### src/rtl/ddr4_bringup_pkg.sv
// ============================================================================
//  Module : ddr4_bringup_pkg
//  Brief  : Shared state encodings, timer width and rail decode for the DDR4 bring-up sequencer.
//  Rev    : 1.0  initial release
// ============================================================================
`default_nettype none

package ddr4_bringup_pkg;

  localparam int TIMER_WIDTH = 32;

  typedef enum logic [3:0] {
    OFF      = 4'd0,
    VCC      = 4'd1,
    VDDQ     = 4'd2,
    VTT      = 4'd3,
    MIG_RST  = 4'd4,
    CAL_WAIT = 4'd5,
    READY    = 4'd6,
    FAULT    = 4'd7
  } state_e;

  // Plain-vector aliases so the state register stays a logic [3:0] in the sequencer
  localparam logic [3:0] ST_OFF      = OFF;
  localparam logic [3:0] ST_VCC      = VCC;
  localparam logic [3:0] ST_VDDQ     = VDDQ;
  localparam logic [3:0] ST_VTT      = VTT;
  localparam logic [3:0] ST_MIG_RST  = MIG_RST;
  localparam logic [3:0] ST_CAL_WAIT = CAL_WAIT;
  localparam logic [3:0] ST_READY    = READY;
  localparam logic [3:0] ST_FAULT    = FAULT;

  // Rail enables {vcc2v5, vddq, vtt} implied by a state
  function automatic logic [2:0] rail_mask(input logic [3:0] st);
    logic [2:0] mask;
    mask = 3'b000;
    case (st)
      ST_VCC:      mask = 3'b100;
      ST_VDDQ:     mask = 3'b110;
      ST_VTT,
      ST_MIG_RST,
      ST_CAL_WAIT,
      ST_READY:    mask = 3'b111;
      default:     mask = 3'b000;
    endcase
    return mask;
  endfunction

endpackage

`default_nettype wire

### src/rtl/ddr4_bringup_if.sv
// ============================================================================
//  Module : ddr4_bringup_if
//  Brief  : Board power / MIG / SoC status signals of the bring-up sequencer.
//           DDR4_BRINGUP_CAL_CYCLES_EN adds cal_cycles_o.
//  Rev    : 1.0  initial release
// ============================================================================
`default_nettype none

interface ddr4_bringup_if;
  import ddr4_bringup_pkg::*;

  logic                   enable_i;
  logic                   power_good_i;
  logic                   calib_complete_i;
  logic                   en_vcc2v5_o;
  logic                   en_vddq_o;
  logic                   en_vtt_o;
  logic                   mig_rst_o;
  logic                   ready_o;
  logic                   fault_o;
  logic [3:0]             state_o;
  logic [1:0]             retry_cnt_o;
`ifdef DDR4_BRINGUP_CAL_CYCLES_EN
  logic [TIMER_WIDTH-1:0] cal_cycles_o;
`endif

  modport master (
    input  enable_i,
    input  power_good_i,
    input  calib_complete_i,
    output en_vcc2v5_o,
    output en_vddq_o,
    output en_vtt_o,
    output mig_rst_o,
    output ready_o,
    output fault_o,
    output state_o,
    output retry_cnt_o
`ifdef DDR4_BRINGUP_CAL_CYCLES_EN
    , output cal_cycles_o
`endif
  );

  modport slave (
    output enable_i,
    output power_good_i,
    output calib_complete_i,
    input  en_vcc2v5_o,
    input  en_vddq_o,
    input  en_vtt_o,
    input  mig_rst_o,
    input  ready_o,
    input  fault_o,
    input  state_o,
    input  retry_cnt_o
`ifdef DDR4_BRINGUP_CAL_CYCLES_EN
    , input cal_cycles_o
`endif
  );

endinterface

`default_nettype wire

### src/rtl/ddr4_bringup_sync.sv
// ============================================================================
//  Module : ddr4_bringup_sync
//  Brief  : Two-flop synchronizer, async active-low reset to zero.
//  Rev    : 1.0  initial release
// ============================================================================
`default_nettype none

module ddr4_bringup_sync #(
  parameter int WIDTH = 1
) (
  input  logic             clk_i,
  input  logic             rst_ni,
  input  logic [WIDTH-1:0] d_i,
  output logic [WIDTH-1:0] q_o
);

  logic [WIDTH-1:0] r_meta;
  logic [WIDTH-1:0] r_sync;

  always_ff @(posedge clk_i or negedge rst_ni) begin
    if (!rst_ni) begin
      r_meta <= '0;
      r_sync <= '0;
    end else begin
      r_meta <= d_i;
      r_sync <= r_meta;
    end
  end

  assign q_o = r_sync;

endmodule

`default_nettype wire

### src/rtl/ddr4_bringup_seq.sv
// ============================================================================
//  Module : ddr4_bringup_seq
//  Brief  : DDR4 card bring-up: rails VCC2V5->VDDQ->VTT, power-good, MIG reset,
//           calibration with retries. DDR4_BRINGUP_CAL_CYCLES_EN adds cal_cycles_o.
//  Rev    : 1.0  initial release
// ============================================================================
`default_nettype none

module ddr4_bringup_seq
  import ddr4_bringup_pkg::*;
#(
  parameter int unsigned RAIL_DELAY_CYCLES  = 4800,
  parameter int unsigned PG_TIMEOUT_CYCLES  = 480000,
  parameter int unsigned RST_HOLD_CYCLES    = 64,
  parameter int unsigned CAL_TIMEOUT_CYCLES = 48000000,
  parameter int unsigned MAX_RETRIES        = 3
) (
  input  logic           clk_i,
  input  logic           rst_ni,
  ddr4_bringup_if.master bus
);

  localparam logic [TIMER_WIDTH-1:0] c_rail_last = TIMER_WIDTH'(RAIL_DELAY_CYCLES - 1);
  localparam logic [TIMER_WIDTH-1:0] c_pg_last   = TIMER_WIDTH'(PG_TIMEOUT_CYCLES - 1);
  localparam logic [TIMER_WIDTH-1:0] c_rst_last  = TIMER_WIDTH'(RST_HOLD_CYCLES - 1);
  localparam logic [TIMER_WIDTH-1:0] c_cal_last  = TIMER_WIDTH'(CAL_TIMEOUT_CYCLES - 1);

  logic                   w_pg_sync;
  logic                   w_cal_sync;
  logic [3:0]             r_state;
  logic [3:0]             w_state_next;
  logic [TIMER_WIDTH-1:0] r_timer;
  logic [1:0]             r_retry_cnt;
  logic                   w_retry_inc;
  logic                   w_retry_ok;
  logic [2:0]             r_rails;
  logic                   r_mig_rst;
  logic                   r_ready;
  logic                   r_fault;

  ddr4_bringup_sync #(.WIDTH(1)) u_pg_sync (
    .clk_i  (clk_i),
    .rst_ni (rst_ni),
    .d_i    (bus.power_good_i),
    .q_o    (w_pg_sync)
  );

  ddr4_bringup_sync #(.WIDTH(1)) u_cal_sync (
    .clk_i  (clk_i),
    .rst_ni (rst_ni),
    .d_i    (bus.calib_complete_i),
    .q_o    (w_cal_sync)
  );

  assign w_retry_ok = ({30'd0, r_retry_cnt} < MAX_RETRIES);

  always_comb begin
    w_state_next = r_state;
    w_retry_inc  = 1'b0;
    if (!bus.enable_i) begin
      w_state_next = ST_OFF;
    end else begin
      case (r_state)
        ST_OFF:  w_state_next = ST_VCC;
        ST_VCC:  if (r_timer == c_rail_last) w_state_next = ST_VDDQ;
        ST_VDDQ: if (r_timer == c_rail_last) w_state_next = ST_VTT;
        ST_VTT: begin
          if (w_pg_sync)                 w_state_next = ST_MIG_RST;
          else if (r_timer == c_pg_last) w_state_next = ST_FAULT;
        end
        ST_MIG_RST: begin
          if (!w_pg_sync)                 w_state_next = ST_FAULT;
          else if (r_timer == c_rst_last) w_state_next = ST_CAL_WAIT;
        end
        ST_CAL_WAIT: begin
          // Completion beats a coincident timeout; power loss beats both
          if (!w_pg_sync) begin
            w_state_next = ST_FAULT;
          end else if (w_cal_sync) begin
            w_state_next = ST_READY;
          end else if (r_timer == c_cal_last) begin
            if (w_retry_ok) begin
              w_state_next = ST_MIG_RST;
              w_retry_inc  = 1'b1;
            end else begin
              w_state_next = ST_FAULT;
            end
          end
        end
        ST_READY: if (!w_pg_sync || !w_cal_sync) w_state_next = ST_FAULT;
        ST_FAULT: w_state_next = ST_FAULT;
        default:  w_state_next = ST_OFF;
      endcase
    end
  end

  always_ff @(posedge clk_i or negedge rst_ni) begin
    if (!rst_ni) begin
      r_state     <= ST_OFF;
      r_timer     <= '0;
      r_retry_cnt <= 2'd0;
    end else begin
      r_state <= w_state_next;
      if (w_state_next != r_state) begin
        r_timer <= '0;
      end else if (r_timer != {TIMER_WIDTH{1'b1}}) begin
        r_timer <= r_timer + 1'b1;
      end
      if (r_state == ST_OFF && w_state_next == ST_VCC) begin
        r_retry_cnt <= 2'd0;
      end else if (w_retry_inc && r_retry_cnt != 2'd3) begin
        r_retry_cnt <= r_retry_cnt + 2'd1;
      end
    end
  end

  // Outputs are registered from the next state so they change on the same edge as state_o
  always_ff @(posedge clk_i or negedge rst_ni) begin
    if (!rst_ni) begin
      r_rails   <= 3'b000;
      r_mig_rst <= 1'b1;
      r_ready   <= 1'b0;
      r_fault   <= 1'b0;
    end else begin
      r_rails   <= rail_mask(w_state_next);
      r_mig_rst <= !(w_state_next == ST_CAL_WAIT || w_state_next == ST_READY);
      r_ready   <= (w_state_next == ST_READY);
      r_fault   <= (w_state_next == ST_FAULT);
    end
  end

`ifdef DDR4_BRINGUP_CAL_CYCLES_EN
  logic [TIMER_WIDTH-1:0] r_cal_cycles;

  // Timer already saturates, so the latched value does too
  always_ff @(posedge clk_i or negedge rst_ni) begin
    if (!rst_ni) begin
      r_cal_cycles <= '0;
    end else if (r_state == ST_CAL_WAIT && w_state_next == ST_READY) begin
      r_cal_cycles <= r_timer;
    end
  end

  assign bus.cal_cycles_o = r_cal_cycles;
`endif

  assign bus.en_vcc2v5_o = r_rails[2];
  assign bus.en_vddq_o   = r_rails[1];
  assign bus.en_vtt_o    = r_rails[0];
  assign bus.mig_rst_o   = r_mig_rst;
  assign bus.ready_o     = r_ready;
  assign bus.fault_o     = r_fault;
  assign bus.state_o     = r_state;
  assign bus.retry_cnt_o = r_retry_cnt;

endmodule

`default_nettype wire
### src/flat_wrapper.sv
// flat-port wrapper written by rule: the top's interface ports become plain ports
module ddr4_bringup_seq_flat import ddr4_bringup_pkg::*;
#(
  parameter int unsigned RAIL_DELAY_CYCLES  = 4800,
  parameter int unsigned PG_TIMEOUT_CYCLES  = 480000,
  parameter int unsigned RST_HOLD_CYCLES    = 64,
  parameter int unsigned CAL_TIMEOUT_CYCLES = 48000000,
  parameter int unsigned MAX_RETRIES        = 3
)
  (clk_i, rst_ni, bus_enable_i, bus_power_good_i, bus_calib_complete_i, bus_en_vcc2v5_o, bus_en_vddq_o, bus_en_vtt_o, bus_mig_rst_o, bus_ready_o, bus_fault_o, bus_state_o, bus_retry_cnt_o);
  ddr4_bringup_if bus_i ();
  input  logic clk_i;
  input  logic rst_ni;
  input wire logic [$bits(bus_i.enable_i)-1:0] bus_enable_i;
  input wire logic [$bits(bus_i.power_good_i)-1:0] bus_power_good_i;
  input wire logic [$bits(bus_i.calib_complete_i)-1:0] bus_calib_complete_i;
  output wire logic [$bits(bus_i.en_vcc2v5_o)-1:0] bus_en_vcc2v5_o;
  output wire logic [$bits(bus_i.en_vddq_o)-1:0] bus_en_vddq_o;
  output wire logic [$bits(bus_i.en_vtt_o)-1:0] bus_en_vtt_o;
  output wire logic [$bits(bus_i.mig_rst_o)-1:0] bus_mig_rst_o;
  output wire logic [$bits(bus_i.ready_o)-1:0] bus_ready_o;
  output wire logic [$bits(bus_i.fault_o)-1:0] bus_fault_o;
  output wire logic [$bits(bus_i.state_o)-1:0] bus_state_o;
  output wire logic [$bits(bus_i.retry_cnt_o)-1:0] bus_retry_cnt_o;
  assign bus_i.enable_i = bus_enable_i;
  assign bus_i.power_good_i = bus_power_good_i;
  assign bus_i.calib_complete_i = bus_calib_complete_i;
  assign bus_en_vcc2v5_o = bus_i.en_vcc2v5_o;
  assign bus_en_vddq_o = bus_i.en_vddq_o;
  assign bus_en_vtt_o = bus_i.en_vtt_o;
  assign bus_mig_rst_o = bus_i.mig_rst_o;
  assign bus_ready_o = bus_i.ready_o;
  assign bus_fault_o = bus_i.fault_o;
  assign bus_state_o = bus_i.state_o;
  assign bus_retry_cnt_o = bus_i.retry_cnt_o;
  ddr4_bringup_seq #(.RAIL_DELAY_CYCLES(RAIL_DELAY_CYCLES), .PG_TIMEOUT_CYCLES(PG_TIMEOUT_CYCLES), .RST_HOLD_CYCLES(RST_HOLD_CYCLES), .CAL_TIMEOUT_CYCLES(CAL_TIMEOUT_CYCLES), .MAX_RETRIES(MAX_RETRIES)) u_core (.clk_i(clk_i), .rst_ni(rst_ni), .bus(bus_i));
endmodule
### config.mk
export PLATFORM = sky130hd
export DESIGN_NAME = ddr4_bringup_seq_flat
export DESIGN_NICKNAME = d
export VERILOG_FILES = /design/src/rtl/ddr4_bringup_pkg.sv /design/src/rtl/ddr4_bringup_if.sv /design/src/rtl/ddr4_bringup_sync.sv /design/src/rtl/ddr4_bringup_seq.sv /design/src/flat_wrapper.sv
export SDC_FILE = /design/constraint.sdc
export NUM_CORES = 1
export LEC_CHECK = 0
export ABC_CLOCK_PERIOD_IN_PS = 2650
export CAP_MARGIN = 15
export CORE_MARGIN = 2
export CORE_UTILIZATION = 42
export CTS_CLUSTER_DIAMETER = 30
export DETAILED_ROUTE_END_ITERATION = 7
export GPL_ROUTABILITY_DRIVEN = 0
export HOLD_SLACK_MARGIN = 0.02
export PLACE_DENSITY_LB_ADDON = 0.3
export SETUP_SLACK_MARGIN = 0.02
export SLEW_MARGIN = 20
export SYNTH_ARGS = -nofsm -noshare
export SYNTH_HDL_FRONTEND = slang
export SYNTH_SLANG_ARGS = --single-unit
### constraint.sdc
create_clock -name clk_i -period 2.65 [get_ports clk_i]
set_input_delay 0.53 -clock clk_i [delete_from_list [all_inputs] [get_ports clk_i]]
set_output_delay 0.53 -clock clk_i [all_outputs]
set_load 0.01 [all_outputs]
; After elaboration in Yosys (flattened, before gate mapping)
; Index checks and enable logic that the tools add are counted.
[word_totals]
in_bits = 5
ff_bits = 48
elab_cells = 70
out_inout_bits = 12
[classes]
reduce_logical = 11
eq_ne = 21
addsub = 2
mux = 24
n_lt_le_gt_ge = 1
[ops]
columns = op, count
row1 = $mux W32, 2
row2 = $mux W4, 11
row3 = $add A32 B1 Y32 const B, 1
row4 = $eq A32 B13 Y1 const B, 1
row5 = $eq A32 B19 Y1 const B, 1
row6 = $eq A32 B26 Y1 const B, 1
row7 = $eq A32 B6 Y1 const B, 1
row8 = $eq A4 B3 Y1 const B, 8
row9 = $ne A32 B32 Y1 const B, 1
row10 = $pmux W4 S8, 1
row11 = $eq A4 B2 Y1 const B, 4
row12 = $pmux W3 S3, 1
row13 = $eq A4 B1 Y1 const B, 2
row14 = $mux W1, 6
row15 = $mux W2, 3
row16 = $logic_not A4 Y1, 1
row17 = $ne A4 B4 Y1, 1
row18 = $reduce_bool A2 Y1, 2
row19 = $reduce_or A4 Y1, 1
row20 = $logic_not A1 Y1, 3
row21 = $add A2 B1 Y2 const B, 1
row22 = $logic_and A1 B1 Y1, 2
row23 = $logic_or A1 B1 Y1, 2
row24 = $lt A2 B2 Y1 const B, 1
row25 = $ne A2 B2 Y1 const B, 1

; Longest topological paths before layout
[logic_depth]
word_depth = 10
ltp_mapped = 9
ltp_nobuf = 8

; Hierarchy
; From an unflattened synthesis, not the netlist that was laid out.
[unflattened]
hier_cells = 294
area_unflattened_um2 = 2727.6
[modules_own_cells]
columns = module, seq_area_each_um2, cells_each, area_per_inst_um2, n_inst
row1 = ddr4_bringup_seq, 1102.3, 290, 2627.5, 1
row2 = ddr4_bringup_sync, 50.0, 2, 50.0, 2

; Worst setup path after synthesis
; Ideal clock, no wire load.
[synth_path]
path_kind = reg-to-reg
startpoint = register u_core.r_timer[0]
endpoint = register u_core.r_timer[18]
stages_incl_launch_ff = 10
n_path_buf = 1
path_slack_ns = 0.203
setup_ns = 0.095
required_time_ns = 2.555
arrival_time_ns = 2.352
synth_period_minus_slack_ns = 2.447
cell_sequence = dfrtp_1 > ha_1 > nand4_1 > nor4_2 > and4b_1 > a211oi_2 > nand3_1 > a221o_1 > buf_4 > nor4b_2
[synth_via]
elab_chain_cells = 8
word_cells_on_any_way = 21
classes_between = add/sub: 1 / eq/ne: 6 / mux: 13 / reduce/logical: 1
[synth_rtl]
columns = element, line
row1 = "start, declared", ddr4_bringup_seq.sv:32  ; logic [TIMER_WIDTH-1:0] r_timer;
row2 = "start signal, assigned", ddr4_bringup_seq.sv:107  ; r_timer <= r_timer + 1'b1;
row3 = $eq A32 B26 Y1, ddr4_bringup_seq.sv:81  ; end else if (r_timer == c_cal_last) begin
row4 = $mux W4, ddr4_bringup_seq.sv:81
row5 = $mux W4, ddr4_bringup_seq.sv:79  ; end else if (w_cal_sync) begin
row6 = $mux W4, ddr4_bringup_seq.sv:77  ; if (!w_pg_sync) begin
row7 = $pmux W4 S8, ddr4_bringup_seq.sv:63  ; case (r_state)
row8 = $mux W4, ddr4_bringup_seq.sv:60  ; if (!bus.enable_i) begin
row9 = $ne A4 B4 Y1, ddr4_bringup_seq.sv:104  ; if (w_state_next != r_state) begin
row10 = $mux W32 / $reduce_bool A2 Y1 (equally long branches), n/a
; Parallel ways exist; a longest one is shown, timed or not. The select of a mux whose other input is x is not followed.
; A chain may end at the register's enable or synchronous reset.

; Final worst setup path
[layout_path]
startpoint = register u_core.r_timer[7]
endpoint = register u_core.r_timer[1]
; Same word-level chain as after synthesis.

==> reports/results.tsv <==
stage	metric	value	unit
finish	post_route_cells_drive_above_1_share	13.1	%
sta	setup_viol	0	
floorplan	fp.dieW	85.1	um
drt	ant_nets	0	
critical_path	criticalPathCategory	reg -> reg	
floorplan	io_pins	17	
sta	fin_setup_tns	0	ns
run_status	status	finished, final reports clean	
global_routing	grt_max_degree	49	
global_routing	overflow	0	
critical_path	r2r-start	u_core.r_timer[7]	
clock_network	tritoncts_num_sinks	48	
floorplan	die_area	0.00725	mm2
global_routing	grt_pass1_wl	10400	um
clock_network	cts_inserted_buffers	5	
sta	worst_slew_pin_slew	0.583	ns
clock_network	h-tree-depth	2	
drt	post_drt_via_cell_ratio	5.67	
logic_synthesis	ys_warn_count	0	
floorplan	core_area	0.00635	mm2
logic_synthesis	syn_inst	287	
pwr	total_leakage_power	1.30	nW
min_path	hold_class	in -> async	
clock_network	clock_tree_from_tritoncts	done	
logic_synthesis	syn_nets	294	
sta	fin_crit	2.46	ns
drt	totalWireLength	5850	um
sta	maxSlewViolCount	0	
critical_path	critPathBufInv	1	
sta	final.period_utilization	92.8	%
sta	clock_skew	0.0103	ns
critical_path	critical-path-top-delay-family	simple AND/OR/NAND/NOR gates	
pwr	fin_total_pwr	1.25	mW
critical_path	cpPeakStageDelay	0.59	ns
floorplan	fp-row-count	29	
drt	routedWlPerCell	15.0	um
pwr	vdd.ir_drop.worst	217	uV
critical_path	timing.critical_path.required	2.85	ns
critical_path	worstSetupPathDepth	8	
finish	area_delta_synth_final	15.8	%
clock_network	clock_latency	0.30	ns
logic_synthesis	ys_seq_elements	48	
critical_path	crit_path_start_kind	flop	
floorplan	start_util	43.5	%
placed_design	place.port_buffers	16	
drt	drc	0	
drt	route.vias.total	2205	
logic_synthesis	area_of_the_mapped_netlist	0.00277	mm2
drt	drtIter0Drc	192	
logic_synthesis	async_reset_ff_share	100	%
critical_path	cpMaxStageDelayCell	sky130_fd_sc_hd__or4b_1	
critical_path	worst-endpoint-arrival	2.66	ns
global_routing	grt_pass1_vias	2117	
clock_network	cts.reportedPaths.clkPinSlew	0.09	ns
sta	rsz_0062_raised_after_global_routing	false	
placed_design	place_hpwl	4150	um
finish	diodes	0	
global_routing	antenna_found_initial	0	
sta	max_slew_margin	61.2	%
critical_path	worst_setup_path_end_kind	flop	
critical_path	path_depth_of_the_worst_reg2reg_path	8	
floorplan	chipHeight	85.1	um
critical_path	cp_max_fo	32	
logic_synthesis	dominantRegCellSynth	sky130_fd_sc_hd__dfrtp_1	
logic_synthesis	postSynthAreaPerCell	9.63	um2
sta	max_freq	407	MHz
drt	dr.pass1.iters	7	
pwr	power_density_over_the_cells	392	mW/mm2
critical_path	crit_path_cell_trace	or4b_1 -> mux2i_1 -> nand3_1 -> o311a_1 -> a2bb2oi_2 -> a22o_2 -> buf_12 -> nor4b_1	
clock_network	cts.repair_timing.setup_buffer_count	0	
logic_synthesis	synth-seq-area-share	43.5	%
logic_synthesis	synth_edf_count	0	
global_routing	gr-usage-all-layers	17.7	%
finish	final_net_count	318	
run	cap_violations	0	
clock_network	clock_tree.buffer_depth	2	
critical_path	launch_point_of_the_worst_path	u_core.r_timer[7]	
clock_network	cts.root.buffer_cell	sky130_fd_sc_hd__clkbuf_8	
sta	finalHoldViolCount	0	
logic_synthesis	synth.distinct_cells	49	
power breakdown:
part / internal, mW / switching [mW] / total, mW / leakage, nW
registers: 0.740 / 0.00905 / 0.749 / 0.653
clock network: 0.185 / 0.229 / 0.414 / 0.0422
logic: 0.0334 / 0.0582 / 0.0916 / 0.604
total: 0.958 / 0.296 / 1.25 / 1.30
stage by stage:
step | instance area (um2) | utilization (%) | instances | worst slack [ns] | hold slack (ns)
finish | 3200 | 50.4 | 389 | 0.191 | 0.287
global route | 3200 | 50.4 | 389 | 0.0449 | 0.352
CTS | 3150 | 49.6 | 389 | 0.0889 | 0.331
detailed placement | 3070 | 48.3 | 381 | 0.105 | 0.335
global placement | 3070 | 48.3 | 381 | 0.121 | 0.332
floorplan | 2770 | - | 287 | 0.203 | 0.234
layer usage:
metal | GRT usage [%] | vias up | wire, um
li1 | - | 1089 | -
met1 | 26.2 | 1066 | 2880
met2 | 26.1 | 43 | 2650
met3 | 3.31 | 7 | 231
met4 | 6.20 | 0 | 91
met5 | 0 | - | 0
placed cells by master (no fill, tap or decap), drive strengths merged, types with 2 or more instances in the layout:
cell and count:
xnor2 13, and3 7, nor3b 2, a21oi 3
nand2 24, or4b 2, and4 5, nand4 14
xor2 20, nand4b 2, inv 8, nand3 19
nor2 22, nor3 37, buf 15, clkbuf 7
nor4b 7, a211oi 3, clkdlybuf4s50 15, ha 2
nor4 11, dfrtp 47, o21ai 3, nand2b 2
mux2i 4
state kept, by name (all words and copies together) (netlist names):
register / flops
u_core.bus.fault_o: 1
u_core.bus.mig_rst_o: 1
u_core.bus.ready_o: 1
u_core.bus.retry_cnt_o: 2
u_core.bus.state_o: 4
u_core.r_rails: 3
u_core.r_timer: 32
u_core.u_cal_sync.q_o: 1
u_core.u_cal_sync.r_meta: 1
u_core.u_pg_sync.q_o: 1
u_core.u_pg_sync.r_meta: 1
worst register-to-register path: stages (launching register included):
cell and delay [ns]:
sky130_fd_sc_hd__dfrtp_1 0.44, sky130_fd_sc_hd__or4b_1 0.60, sky130_fd_sc_hd__mux2i_1 0.16, sky130_fd_sc_hd__nand3_1 0.10, sky130_fd_sc_hd__o311a_1 0.14, sky130_fd_sc_hd__a2bb2oi_2 0.15
sky130_fd_sc_hd__a22o_2 0.31, sky130_fd_sc_hd__buf_12 0.17, sky130_fd_sc_hd__nor4b_1 0.31
cell families after synthesis:
kind of cell | Yosys count | share of synthesized area [%]
flip-flops | 48 | 43.5
AO/OA/AOI/OAI | 19 | 5.88
other | 1 | 0.136
buffers and inverters | 21 | 3.94
multiplexers | 4 | 1.45
AND/OR/NAND/NOR | 159 | 33.8
XOR/XNOR | 33 | 10.5
adder cells (fa/ha/maj) | 2 | 0.905
Yosys cell counts, types with 2 or more instances:
cell type,instances,area (um2)
sky130_fd_sc_hd__clkbuf_1,2,7.51
sky130_fd_sc_hd__nor4_2,3,37.5
sky130_fd_sc_hd__inv_1,8,30.0
sky130_fd_sc_hd__mux2i_1,4,40.0
sky130_fd_sc_hd__buf_2,6,30.0
sky130_fd_sc_hd__xnor2_1,13,114
sky130_fd_sc_hd__nand3_1,19,95.1
sky130_fd_sc_hd__and3_1,7,43.8
sky130_fd_sc_hd__nand2_1,24,90.1
sky130_fd_sc_hd__o21ai_0,3,15.0
sky130_fd_sc_hd__buf_4,4,30.0
sky130_fd_sc_hd__nand4_1,13,81.3
sky130_fd_sc_hd__nor4b_2,4,60.1
sky130_fd_sc_hd__ha_1,2,25.0
sky130_fd_sc_hd__nor4b_1,3,26.3
sky130_fd_sc_hd__dfrtp_1,47,1180
sky130_fd_sc_hd__xor2_1,20,175
sky130_fd_sc_hd__and4_1,5,43.8
sky130_fd_sc_hd__a21oi_1,3,15.0
sky130_fd_sc_hd__nand4b_1,2,17.5
sky130_fd_sc_hd__or4b_1,2,20.0
sky130_fd_sc_hd__nor3_1,36,180
sky130_fd_sc_hd__nand2b_1,2,12.5
sky130_fd_sc_hd__nor4_1,7,43.8
sky130_fd_sc_hd__a211oi_1,2,15.0
sky130_fd_sc_hd__nor2_1,22,82.6
sky130_fd_sc_hd__nor3b_1,2,15.0
final timing paths:
kind	slack (ns)	endpoint
max in group asynchronous	1.94	u_core.bus.state_o[0]
min	0.29	u_core.bus.retry_cnt_o[0]
max reg2reg	0.19	u_core.r_timer[1]
min reg2reg	0.36	u_core.u_cal_sync.q_o
max	0.19	u_core.r_timer[1]
min in group clk_i	0.36	u_core.u_cal_sync.q_o
timing repair:
action,in CTS,in global routing
endpoints found under the setup margin,0,26
resized for setup,0,8
hold buffers,0,0
area by class of cell:
cell class	count	area [um2]
clock buffers	7	76.3
flip-flops and latches	48	1200
clock inverters	1	5.00
inverters	8	30.0
well taps	77	96.3
repair buffers	30	285
fillers	574	3150
multi-input cells	218	1510
Note: power is estimated with default switching activity, not from simulation.
